File: src/rtl/frogger_pkg.sv
// Shared types and helpers for the frog game blocks.
// Helpers take vectors zero-extended to MAX_SLOTS bits so any strip width up to that can use them.
package frogger_pkg;

    typedef enum logic [1:0] {
        PLAY       = 2'd0,
        CAPTURE    = 2'd1,
        LEVEL_DONE = 2'd2
    } victory_state_t;

    localparam int MAX_SLOTS = 32;
    localparam int MAX_COL_W = 5;

    function automatic logic onehot_valid(input logic [MAX_SLOTS-1:0] vec);
        return (vec != '0) && ((vec & (vec - 32'd1)) == '0);
    endfunction

    // Only meaningful when onehot_valid(vec) holds.
    function automatic logic [MAX_COL_W-1:0] onehot_index(input logic [MAX_SLOTS-1:0] vec);
        logic [MAX_COL_W-1:0] idx;
        idx = '0;
        for (int i = 0; i < MAX_SLOTS; i++) begin
            if (vec[i]) idx = idx | MAX_COL_W'(i);
        end
        return idx;
    endfunction

endpackage

File: src/rtl/key_press_edge.sv
// Rising-edge detector for a debounced key level.
// The history flop resets high so a key held through reset must be released before it counts.
module key_press_edge (
    input  logic clk,
    input  logic reset,
    input  logic key,
    output logic press
);

    logic key_q;

    always_ff @(posedge clk) begin
        if (reset) key_q <= 1'b1;
        else       key_q <= key;
    end

    assign press = key & ~key_q;

endmodule

File: src/rtl/victory_row.sv
// Top-row goal strip: latches a victory slot when the frog presses forward into an empty one,
// counts captures (saturating) and holds level completion until the round controller acks it.
module victory_row
    import frogger_pkg::*;
#(
    parameter  int NUM_SLOTS = 4,
    parameter  int SCORE_W   = 4,
    localparam int COL_W     = $clog2(NUM_SLOTS)
) (
    input  logic                 clk,
    input  logic                 reset,
    input  logic                 F,
    input  logic [NUM_SLOTS-1:0] frog_top,
    input  logic                 new_level,
    output logic [NUM_SLOTS-1:0] slot_lit,
    output logic                 win,
    output logic [COL_W-1:0]     win_col,
    output logic                 blocked,
    output logic                 level_done,
    output logic [SCORE_W-1:0]   score
);

    victory_state_t       state, state_next;
    logic [NUM_SLOTS-1:0] slot_next;
    logic [COL_W-1:0]     win_col_next;
    logic [SCORE_W-1:0]   score_next;
    logic                 blocked_next;
    logic                 press;
    logic                 frog_valid;
    logic [COL_W-1:0]     frog_col;

    key_press_edge u_f_edge (
        .clk   (clk),
        .reset (reset),
        .key   (F),
        .press (press)
    );

    assign frog_valid = onehot_valid(MAX_SLOTS'(frog_top));
    assign frog_col   = COL_W'(onehot_index(MAX_SLOTS'(frog_top)));

    always_comb begin
        state_next   = state;
        slot_next    = slot_lit;
        win_col_next = win_col;
        score_next   = score;
        blocked_next = 1'b0;
        case (state)
            PLAY: begin
                if (press && frog_valid) begin
                    if (slot_lit[frog_col]) begin
                        blocked_next = 1'b1;
                    end else begin
                        slot_next[frog_col] = 1'b1;
                        win_col_next        = frog_col;
                        if (score != '1) score_next = score + SCORE_W'(1);
                        state_next = CAPTURE;
                    end
                end
            end
            // slot_lit already includes the slot just captured.
            CAPTURE: state_next = (&slot_lit) ? LEVEL_DONE : PLAY;
            LEVEL_DONE: begin
                if (new_level) begin
                    slot_next  = '0;
                    state_next = PLAY;
                end
            end
            default: state_next = PLAY;
        endcase
    end

    always_ff @(posedge clk) begin
        if (reset) begin
            state    <= PLAY;
            slot_lit <= '0;
            win_col  <= '0;
            score    <= '0;
            blocked  <= 1'b0;
        end else begin
            state    <= state_next;
            slot_lit <= slot_next;
            win_col  <= win_col_next;
            score    <= score_next;
            blocked  <= blocked_next;
        end
    end

    assign win        = (state == CAPTURE);
    assign level_done = (state == LEVEL_DONE);

endmodule

File: config.mk
export PLATFORM = sky130hd
export DESIGN_NAME = victory_row
export DESIGN_NICKNAME = d
export VERILOG_FILES = /design/src/rtl/frogger_pkg.sv /design/src/rtl/key_press_edge.sv /design/src/rtl/victory_row.sv
export SDC_FILE = /design/constraint.sdc
export NUM_CORES = 1
export LEC_CHECK = 0
export ABC_CLOCK_PERIOD_IN_PS = 2000
export BUFFER_PORTS_ARGS = -buffer_cell sky130_fd_sc_hd__buf_2
export CAP_MARGIN = 10
export CORE_MARGIN = 4
export CORE_UTILIZATION = 47
export CTS_CLUSTER_SIZE = 25
export DETAILED_ROUTE_END_ITERATION = 7
export PLACE_DENSITY_LB_ADDON = 0.1
export RECOVER_POWER = 50
export SLEW_MARGIN = 20
export SYNTH_ARGS = -nofsm -noshare
export SYNTH_HDL_FRONTEND = slang
export SYNTH_SLANG_ARGS = --single-unit
export TNS_END_PERCENT = 100
File: constraint.sdc
create_clock -name clk -period 2 [get_ports clk]
set_input_delay 0.2 -clock clk [delete_from_list [all_inputs] [get_ports clk]]
set_output_delay 0.2 -clock clk [all_outputs]
set_load 0.01 [all_outputs]
Word-level counts from Yosys, hierarchy flattened
Index checks and enable logic that the tools add are counted.
Widths: inputs -> output; s select.
{ "totals": {"register_bits": 14, "latchBits": 0, "mem_bits_rw": 0, "romBits": 0, "in_bits": 8, "out_inout_bits": 13, "elab_cells": 53, "memories": 0} }
{ "op_classes": {"n_addsub": 2, "mul": 0, "n_div": 0, "n_lt_le_gt_ge": 2, "n_eq_ne": 6, "n_shift": 0, "muxes": 17, "n_bitwise": 7, "reduce_logical": 13} }
{ "op_table": {"columns": ["cell", "count"], "rows": [
  ["$and 4x32->32", 1],
  ["$logic_not 32->1", 1],
  ["$mux 2", 6],
  ["$mux 4", 3],
  ["$reduce_and 4->1", 3],
  ["$pmux 4 s2", 1],
  ["$ne 2x2->1 const B", 3],
  ["$pmux 2 s3", 1],
  ["$reduce_and 3->1", 2],
  ["$sub 4x1->5 const B", 1],
  ["$add 4x1->4 const B", 1],
  ["$mux 1", 4],
  ["$ne 4x4->1 const B", 1],
  ["$not 1->1", 4],
  ["$or 4x4->4", 1],
  ["$reduce_bool 4->1", 1],
  ["$logic_and 1x1->1", 3],
  ["$lt 2x3->1 const B", 1],
  ["$reduce_or 3->1", 1],
  ["$bmux 1 s2", 1],
  ["$demux 1 s2", 1],
  ["$eq 2x1->1 const B", 1],
  ["$eq 2x2->1 const B", 1],
  ["$ge 2x1->1 const B", 1],
  ["3 further kinds", 3]
]} }

Depth between registers and ports, before layout
{ "logic_depth": {"depth_word": 11, "ltp_mapped": 6, "ltp_nobuf": 5} }

Modules after synthesis
From an unflattened synthesis, not the netlist that was laid out.
{ "hier_totals": {"cells_unflattened": 72, "area_unflattened_um2": 676.9} }
{ "by_module_without_submodules": {"columns": ["module", "instances", "cells_each", "area_each_um2", "seq_area_each_um2"], "rows": [
  ["victory_row", 1, 69, 644.4, 260.2],
  ["key_press_edge", 1, 3, 32.5, 20.0]
]} }

Least setup slack after synthesis
Ideal clock, no wire load.
{ "synth_timing": {"path_kind": "reg2reg", "start": "register slot_lit[1]", "end": "register win_col[0]", "setup_ps": 79, "arrival_ps": 1554, "required_ps": 1921, "setup_slack_ps": 367, "path_stages_with_launch": 7, "n_path_buf": 1, "period_less_slack_ps": 1633, "cell_sequence": "dfxtp_1 -> or4b_1 -> o21ai_2 -> o2111a_1 -> buf_4 -> nor2_1 -> a211oi_2"} }
{ "synth_between": {"elab_chain_cells": 4} }
{ "synth_lines": {"columns": ["element", "line", "rtl"], "rows": [
  ["start, declared", "victory_row.sv:15", "output logic [NUM_SLOTS-1:0] slot_lit,"],
  ["start signal, assigned", "victory_row.sv:82", "slot_lit <= slot_next;"],
  ["$bmux 1 s2", "victory_row.sv:51", "if (slot_lit[frog_col]) begin"],
  ["$mux 1 (not written as such)", "victory_row.sv:51", null],
  ["$not 1->1 (no line)", null, null],
  ["$reduce_and 3->1 (no line)", null, null],
  ["end signal, assigned", "victory_row.sv:83", "win_col <= win_col_next;"],
  ["end, declared", "victory_row.sv:17", "output logic [COL_W-1:0] win_col,"]
]} }
No other way between the ends. The select of a mux whose other input is x is not followed.
A chain may end at the register's enable or synchronous reset.

Final worst setup path
{ "layout_timing": {"start": "register slot_lit[0]", "end": "register score[3]"} }
{ "layout_between": {"elab_chain_cells": 4} }
{ "layout_lines": {"columns": ["element", "line", "rtl"], "rows": [
  ["$bmux 1 s2", "victory_row.sv:51", null],
  ["$mux 1 (not written as such)", "victory_row.sv:51", null],
  ["$not 1->1 (no line)", null, null],
  ["$reduce_and 4->1 (no line)", null, null],
  ["end signal, assigned", "victory_row.sv:84", "score <= score_next;"],
  ["end, declared", "victory_row.sv:20", "output logic [SCORE_W-1:0] score"]
]} }
No other way between the ends. The select of a mux whose other input is x is not followed.

==> results.cfg <==
[clock_network]
clk_path_buf_depth = 2
cts_root_buf = clkbuf_4
clkSinkCount = 14
cts-htree-levels = 1
ctsResizeCount = 0
postCtsHoldBufs = 0
clk_pin_slew_ns = 0.09
cts_buffers = 3
insertion_delay_ns = 0.28
post_cts_buffers = 0
cts_tree = built

[placed_design]
gp_congestion = 0.810
dpl-instance-area_um2 = 783
pre_cts_ws_ns = 0.301
hpwl_mm = 1.09
dp_cells = 104
portBuffers = 20

[cells_and_area]
num_antenna_cells = 0
drive_gt1_share_pct = 23.7
nFillCells = 127
final_cells = 108
syn2layout_area_growth_pct = 21.8
seqCellArea_um2 = 280
final_area_um2 = 805
finish.utilization_pct = 61.1
multi_input_area_um2 = 362
fin_nets = 103

[synthesis]
synth_edf_count = 0
ys_seq_area_share_pct = 42.4
synthCells = 69
avgSynthCellArea_um2 = 9.57
synth-seq-cells = 14
synth.cell_area_um2 = 661
synth_top_area_share_pct = 42.4
async_reset_ff_share_pct = 0
yosys-top-cells-area = dfxtp_1 42%, nor2_1 6.3%, a21oi_1 4.5%
ys.flop_type = dfxtp_1
netlist-cell-type-count = 32
yosysWarningCount = 0
synth_nets = 78
yosysTopAreaCell = dfxtp_1

[critical_path]
crit_fanout = 5
arrival_ns = 1.92
max_stage_delay_ns = 0.44
crit_chain = nor2b_1, a2111oi_2, o2111a_1, a41oi_1, a211oi_1
required_ns = 2.19
cpLargestDelayFamily = compound AO/OA/AOI/OAI gates
path_class = flop to flop
reg2reg_to = score[3]
cp-end-kind = flop
path_buf_inv = 0
crit_slowest_cell = a2111oi_2
crit-reg2reg-launch = slot_lit[0]
rrSetupSlack_ns = 0.28
r2r.worst_path.cells = 5
critPathLaunchType = flop

[timing]
finalSetupViolCount = 0
hold_viol = 0
slew_violations = 0
fin_tns_setup_ns = 0
tightest_slew_ns = 0.530
fin_skew_ns = 0.000428
slew_headroom_pct = 64.7
finalCriticalPeriod_ns = 1.72
fin_crit_sh_pct = 86.2
layout_setup_ws_ns = 0.275
rsz0062_at_grt = false
max_freq_ghz = 0.580

[job]
max_cap_violations = 0

[global_routing]
grt_pass1_wl_mm = 2.26
grt_overflow = 0
grt_pass1_vias = 532
grt_max_degree = 12
antenna_found_initial = 0
track_usage_pct = 15.3

[die]
core_um2 = 1320
die_y_um = 45.5
fp-row-count = 13
die_w_um = 45.5
dieArea_um2 = 2070
initial_utilization_pct = 50.1
pin_count = 21

[min_path]
hp-class = input pin to flop
min-delay-start = F
min_path_cells = 2
hold_path_end = u_f_edge.key_q

[power]
p_per_area_nw_per_um2 = 665
p_leak_nw = 0.317
ir_worst_vdd_mv = 0.486

[routing]
drc = 0
ant_nets = 0
vias = 610
via_per_inst = 5.65
wl_per_cell_um = 13.3
totalWireLength_mm = 1.44
dr.pass1.iters = 4
dr.first_iter.drc_count = 16

[status]
run_status = finished, final reports clean
cell usage after synthesis (2+ instances only):
| master | instances |
|---|---|
| dfxtp_1 | 14 |
| nor2_1 | 11 |
| a21oi_1 | 6 |
| nor2b_1 | 3 |
| a211oi_2 | 2 |
| a31oi_1 | 2 |
| and3_1 | 2 |
| inv_1 | 2 |
| nand3_1 | 2 |
| nor3_1 | 2 |
| o21ai_0 | 2 |
placed cells by master, fill, tap and decap left out, types with 3 or more instances in the layout:
master / netlist / layout
a21oi_1: 6 / 6
buf_2: 0 / 8
clkbuf_1: 1 / 12
clkbuf_4: 0 / 3
dfxtp_1: 14 / 14
nor2_1: 11 / 11
nor2b_1: 3 / 3
cell type report:
class | count | share of cell area (%)
Multi-Input combinational cell | 51 | 44.9
Sequential cell | 14 | 34.8
Timing Repair Buffer | 22 | 12.4
Clock buffer | 4 | 4.51
Tap cell | 15 | 2.33
Inverter | 2 | 0.933
state kept, by name (all words and copies together), names as in the netlist:
signal,cells
blocked,1
u_f_edge.key_q,1
win_col,2
score,4
slot_lit,4
state,2
cells by family (layout without fill, tap and decap cells):
logic type	count (synthesis)	count (layout)	synth area share (%)
adder cells (fa/ha/maj)	1	1	1.89
AO/OA/AOI/OAI	21	21	25.4
XOR/XNOR	1	1	1.33
AND/OR/NAND/NOR	28	28	26.1
buffers and inverters	4	28	2.84
flip-flops	14	14	42.4
worst max-delay path by stage:
stage                 from  cells past startpoint         end  slack (ns)
3_3_place_gp   slot_lit[0]                      5    score[3]        0.30
2_1_floorplan  slot_lit[1]                      6  win_col[0]        0.37
6_report       slot_lit[0]                      5    score[3]        0.28
5_1_grt        slot_lit[0]                      5    score[3]        0.16
4_1_cts        slot_lit[0]                      5    score[3]        0.27
3_5_place_dp   slot_lit[0]                      5    score[3]        0.30
worst register-to-register path, delay by kind of cell (launching register included):
| kind | cells | cell delay (ns) |
|---|---|---|
| simple gates | 1 | 0.14 |
| compound gates | 4 | 1.17 |
| flops | 1 | 0.33 |
power breakdown:
part           switching [mW]  leakage [nW]  internal [mW]
registers             0.00260         0.113          0.282
logic                  0.0295         0.183         0.0177
clock network          0.0930        0.0210          0.111
layer usage:
layer  global-route usage (%)  routed length (µm)  vias up
li1                         -                   -      310
met3                     3.56                  70        2
met2                     22.8                 664       17
met1                     20.7                 692      281
met5                        0                   0        -
met4                     7.02                  14        0
stage by stage:
stage	total power [mW]	hold slack (ns)
2_1_floorplan	0.319	0.307
3_3_place_gp	0.338	0.407
3_5_place_dp	0.338	0.411
4_1_cts	0.542	0.119
5_1_grt	0.559	0.120
6_report	0.535	0.122
Power figures use the tool's default switching activity.
